$ cat src/rtl/aes_round_sched.sv
// Control sequencer for an iterative AES-128 round datapath: accepts one job,
// walks the rounds with the matching round constants, then holds the result.
module aes_round_sched #(
   parameter int unsigned NR           = 10,
   parameter int unsigned ROUND_CYCLES = 1,
   parameter int unsigned CNT_W        = 16
) (
   input  logic             clk,
   input  logic             rst,
   input  logic             in_valid,
   output logic             in_ready,
   input  logic             abort,
   output logic             out_valid,
   input  logic             out_ready,
   output logic             dp_load,
   output logic             dp_round_en,
   output logic [3:0]       dp_round,
   output logic [7:0]       dp_rcon,
   output logic             dp_final,
   output logic             busy,
   output logic [CNT_W-1:0] done_cnt
);

   localparam int unsigned CCW = (ROUND_CYCLES > 1) ? $clog2(ROUND_CYCLES) : 1;
   localparam logic [CCW-1:0] CycLast   = CCW'(ROUND_CYCLES - 1);
   localparam logic [3:0]     RoundLast = 4'(NR);

   typedef enum logic [1:0] {StIdle, StLoad, StRound, StDone} state_e;

   state_e           state_q, state_d;
   logic [CCW-1:0]   cyc_q, cyc_d;
   logic [3:0]       round_q, round_d;
   logic [7:0]       rcon_q, rcon_d;
   logic [CNT_W-1:0] done_cnt_q, done_cnt_d;
   logic             dp_load_q, dp_load_d;
   logic             round_en_q, round_en_d;
   logic             final_q, final_d;
   logic             out_valid_q, out_valid_d;
   logic             busy_q, busy_d;

   // Multiply by x in GF(2^8) modulo the AES polynomial.
   function automatic logic [7:0] xtime(input logic [7:0] b);
      return {b[6:0], 1'b0} ^ (b[7] ? 8'h1b : 8'h00);
   endfunction

   always_comb begin
      state_d    = state_q;
      cyc_d      = cyc_q;
      round_d    = round_q;
      rcon_d     = rcon_q;
      done_cnt_d = done_cnt_q;

      unique case (state_q)
         StIdle: begin
            if (in_valid) state_d = StLoad;
         end
         StLoad: begin
            state_d = StRound;
            round_d = 4'd1;
            rcon_d  = 8'h01;
            cyc_d   = '0;
         end
         StRound: begin
            if (cyc_q == CycLast) begin
               if (round_q == RoundLast) begin
                  state_d = StDone;
               end else begin
                  round_d = round_q + 4'd1;
                  rcon_d  = xtime(rcon_q);
                  cyc_d   = '0;
               end
            end else begin
               cyc_d = cyc_q + CCW'(1);
            end
         end
         StDone: begin
            if (out_ready) begin
               state_d    = StIdle;
               done_cnt_d = done_cnt_q + CNT_W'(1);
            end
         end
         default: state_d = StIdle;
      endcase

      // Abort beats a same-cycle delivery, so the job is not counted.
      if (abort && (state_q != StIdle)) begin
         state_d    = StIdle;
         done_cnt_d = done_cnt_q;
      end

      if (state_d == StIdle) begin
         round_d = '0;
         rcon_d  = '0;
         cyc_d   = '0;
      end

      // Outputs are decoded from the next state so they come straight off flops.
      dp_load_d   = (state_d == StLoad);
      round_en_d  = (state_d == StRound) && (cyc_d == CycLast);
      final_d     = (state_d == StRound) && (round_d == RoundLast);
      out_valid_d = (state_d == StDone);
      busy_d      = (state_d != StIdle);
   end

   always_ff @(posedge clk) begin
      if (rst) begin
         state_q     <= StIdle;
         cyc_q       <= '0;
         round_q     <= '0;
         rcon_q      <= '0;
         done_cnt_q  <= '0;
         dp_load_q   <= 1'b0;
         round_en_q  <= 1'b0;
         final_q     <= 1'b0;
         out_valid_q <= 1'b0;
         busy_q      <= 1'b0;
      end else begin
         state_q     <= state_d;
         cyc_q       <= cyc_d;
         round_q     <= round_d;
         rcon_q      <= rcon_d;
         done_cnt_q  <= done_cnt_d;
         dp_load_q   <= dp_load_d;
         round_en_q  <= round_en_d;
         final_q     <= final_d;
         out_valid_q <= out_valid_d;
         busy_q      <= busy_d;
      end
   end

   assign in_ready    = (state_q == StIdle);
   assign out_valid   = out_valid_q;
   assign dp_load     = dp_load_q;
   assign dp_round_en = round_en_q;
   assign dp_round    = round_q;
   assign dp_rcon     = rcon_q;
   assign dp_final    = final_q;
   assign busy        = busy_q;
   assign done_cnt    = done_cnt_q;

endmodule
$ cat config.mk
export PLATFORM = sky130hd
export DESIGN_NAME = aes_round_sched
export DESIGN_NICKNAME = d
export VERILOG_FILES = /design/src/rtl/aes_round_sched.sv
export SDC_FILE = /design/constraint.sdc
export NUM_CORES = 1
export LEC_CHECK = 0
export ABC_AREA = 1
export CAP_MARGIN = 20
export CORE_AREA = 2 2 70 72
export CTS_CLUSTER_SIZE = 30
export DETAILED_ROUTE_END_ITERATION = 8
export DIE_AREA = 0 0 72 74
export PLACE_DENSITY_LB_ADDON = 0.15
export SYNTH_ARGS = -nofsm -noshare
export SYNTH_HDL_FRONTEND = slang
export SYNTH_SLANG_ARGS = --single-unit
$ cat constraint.sdc
create_clock -name clk -period 4.93 [get_ports clk]
set_clock_uncertainty 0.1 [all_clocks]
set_input_delay 0.493 -clock clk [delete_from_list [all_inputs] [get_ports clk]]
set_output_delay 0.493 -clock clk [all_outputs]
set_load 0.02 [all_outputs]
==> flow_summary.yaml <==
final_layout:
  layout-drive-gt1-share: 0.1009
  fill_cells: 471
  antenna_cells: 0
  area_growth_pct: 26.64
  nets: 328
  stdcell_count: 371
setup_path:
  worstPathRequired_ns: 4.34
  endpoint_kind: "output pin"
  crit_arrival_ns: 1.56
  path_class: "reg -> out"
  crit_path_start_kind: "register"
  cp_max_fo: 5
timing:
  fmax_mhz: 465.2
  max_slew_margin: 0.7243
  tightest_slew_ns: 0.4123
  min_period_ns: 2.149
  hold_viol: 0
  report.final.slew_viol_count: 0
  rsz0062_at_grt: "no"
  setup_violations: 0
  fin_crit_sh: 0.4360
  fin_setup_tns_ns: 0
yosys:
  synth_top_cell_by_area: "dfxtp_1"
  synth_compound_area_frac: 0.1001
  synthMuxAreaShare: 0
  synth_area_um2: 1963
  synth_cells: 276
  synth_ff_type: "dfxtp_1"
  synthTopCellsByArea: "dfxtp_1 (37%), nand2_1 (11%), inv_1 (9.6%)"
  synthSimpleGateAreaFrac: 0.3461
  synthTopCellsByCount: "nand2_1 (60), inv_1 (50), dfxtp_1 (36), nor2_1 (27), nand3_1 (17)"
  syn_area_per_cell_um2: 7.113
  synth.ff_latch_count: 36
  async_reset_ff_frac: 0
  syn-num-nets: 288
  yosysTopAreaCellShare: 0.3671
  synth_seq_area_share: 0.3671
  synth_warnings: 0
  synth_edf_count: 0
  synthAdderAreaFrac: 0.04461
  synth_xor_area_frac: 0.02231
  yosysMostFrequentCell: "nand2_1"
  synth_top_family_by_area: "simple AND/OR/NAND/NOR gates"
  synthDistinctLibCells: 29
floorplanning:
  coreArea_um2: 4598
  die-area_um2: 5328
  initial_core_util: 0.4269
  rows: 25
  fp.dieW_um: 72
  die_h_um: 74
  io_pins: 39
placed_design:
  dp_hpwl_mm: 3.023
  gp_congestion: 0.8303
  portBuffers: 38
  placed_cells: 363
min_path:
  hp-class: "reg -> reg"
route:
  vias: 1770
  ant_nets: 0
  drcViolationCount: 0
  first_pass_iters: 4
  drt_iter0_markers: 68
  wirelength_mm: 4.031
  post_drt_via_cell_ratio: 4.771
  wl_per_cell_um: 10.87
clock_network:
  cts_inserted_buffers: 5
  ctsHtreeMaxLevel: 2
  ctsResizeCount: 0
  cts_max_path_buffers: 2
  clk_latency_ns: 0.29
  hold_buffers: 0
  clk_pin_slew_worst_paths_ns: 0.08
  cts_tree: "done"
  clockRootBuffer: "clkbuf_8"
  cts.sinks: 36
  post_cts_buffers: 0
grt:
  grt_remaining_overflow: 0
  grt_use_total: 0.1741
  grt_pass1_wl_mm: 7.231
  grt_pass1_vias: 1701
  antenna_found_initial: 0
  grt_start_max_net_pins: 14
status:
  outcome: "complete, no violations"
run:
  max_cap_viol_count: 0
power_and_ir_drop:
  powerDensity_nw_per_um2: 346.5
  p_leak_nw: 0.9719
  ir_drop_v: 0.0001818
## cell families after synthesis
logic type,Yosys count
and+or+nand+nor,134
buffers and inverters,58
AOI/OAI and AO/OA,36
DFF,36
adders and majority gates,7
xor gates and xnor gates,5
## area by class of cell
| class | instances | area [um^2] | share of cell area |
|---|---|---|---|
| Multi-Input combinational cell | 182 | 1007 | 0.4051 |
| Sequential cell | 36 | 720.7 | 0.2899 |
| Timing Repair Buffer | 38 | 380.4 | 0.1530 |
| Inverter | 53 | 198.9 | 0.08002 |
| Clock buffer | 5 | 68.82 | 0.02768 |
| Tap cell | 54 | 67.56 | 0.02718 |
| Clock inverter | 3 | 42.54 | 0.01711 |
## path summary, 6_finish.rpt
path,endpoint,start,slack [ns],depth (start not counted)
max,in_ready,state_q[1],2.78,3
min,done_cnt[10],done_cnt[10],0.40,2
max reg2reg,dp_final,state_q[0],2.95,9
min reg2reg,done_cnt[10],done_cnt[10],0.40,2
## routing by layer
layer  GRT usage  part of all wire  vias up
li1            -                 -      946
met1      0.2064              0.46      774
met2      0.3004              0.48       42
met3     0.04065             0.043        8
met4     0.08176             0.018        0
met5           0                 0        -
## power by group
| group | switching, mW | internal (mW) |
|---|---|---|
| Combinational | 0.182 | 0.0952 |
| Sequential | 0.0136 | 0.310 |
| Clock | 0.112 | 0.150 |
## metrics by stage
| stage | setup slack (ns) | util | hold WS [ns] | power [mW] | cell area, um^2 |
|---|---|---|---|---|---|
| floorplan | 3.094 | - | 0.4503 | 0.5502 | 1963 |
| global placement | 2.757 | 0.5165 | 0.3918 | 0.6062 | 2375 |
| detailed placement | 2.729 | 0.5165 | 0.3924 | 0.6078 | 2375 |
| CTS | 2.762 | 0.5407 | 0.4036 | 0.8708 | 2486 |
| global route | 2.702 | 0.5407 | 0.4388 | 0.9147 | 2486 |
| finish | 2.781 | 0.5407 | 0.3973 | 0.8614 | 2486 |
## cell usage in the layout (no fill, tap or decap), drive strengths merged, types with 2 or more instances in the layout
cell / count
nor3: 5
nand2: 64
clkdlybuf4s50: 38
a21oi: 15
o21ai: 11
dfxtp: 36
nor2: 41
xnor2: 3
clkbuf: 5
xor2: 2
a31oi: 3
ha: 7
inv: 53
nand4: 5
nand3: 19
o22ai: 4
## critical path, cell delays in order (launching register included)
cell and delay, ns:
dfxtp_1 0.41, inv_1 0.11, ha_1 0.21, clkdlybuf4s50_1 0.54
## flip-flops by register name, summed over array words and instances, names as in the netlist
name         count
dp_round         4
dp_rcon          8
done_cnt        16
busy             1
dp_load          1
cyc_q            1
dp_round_en      1
dp_final         1
state_q          2
out_valid        1
Power figures use the tool's default switching activity.
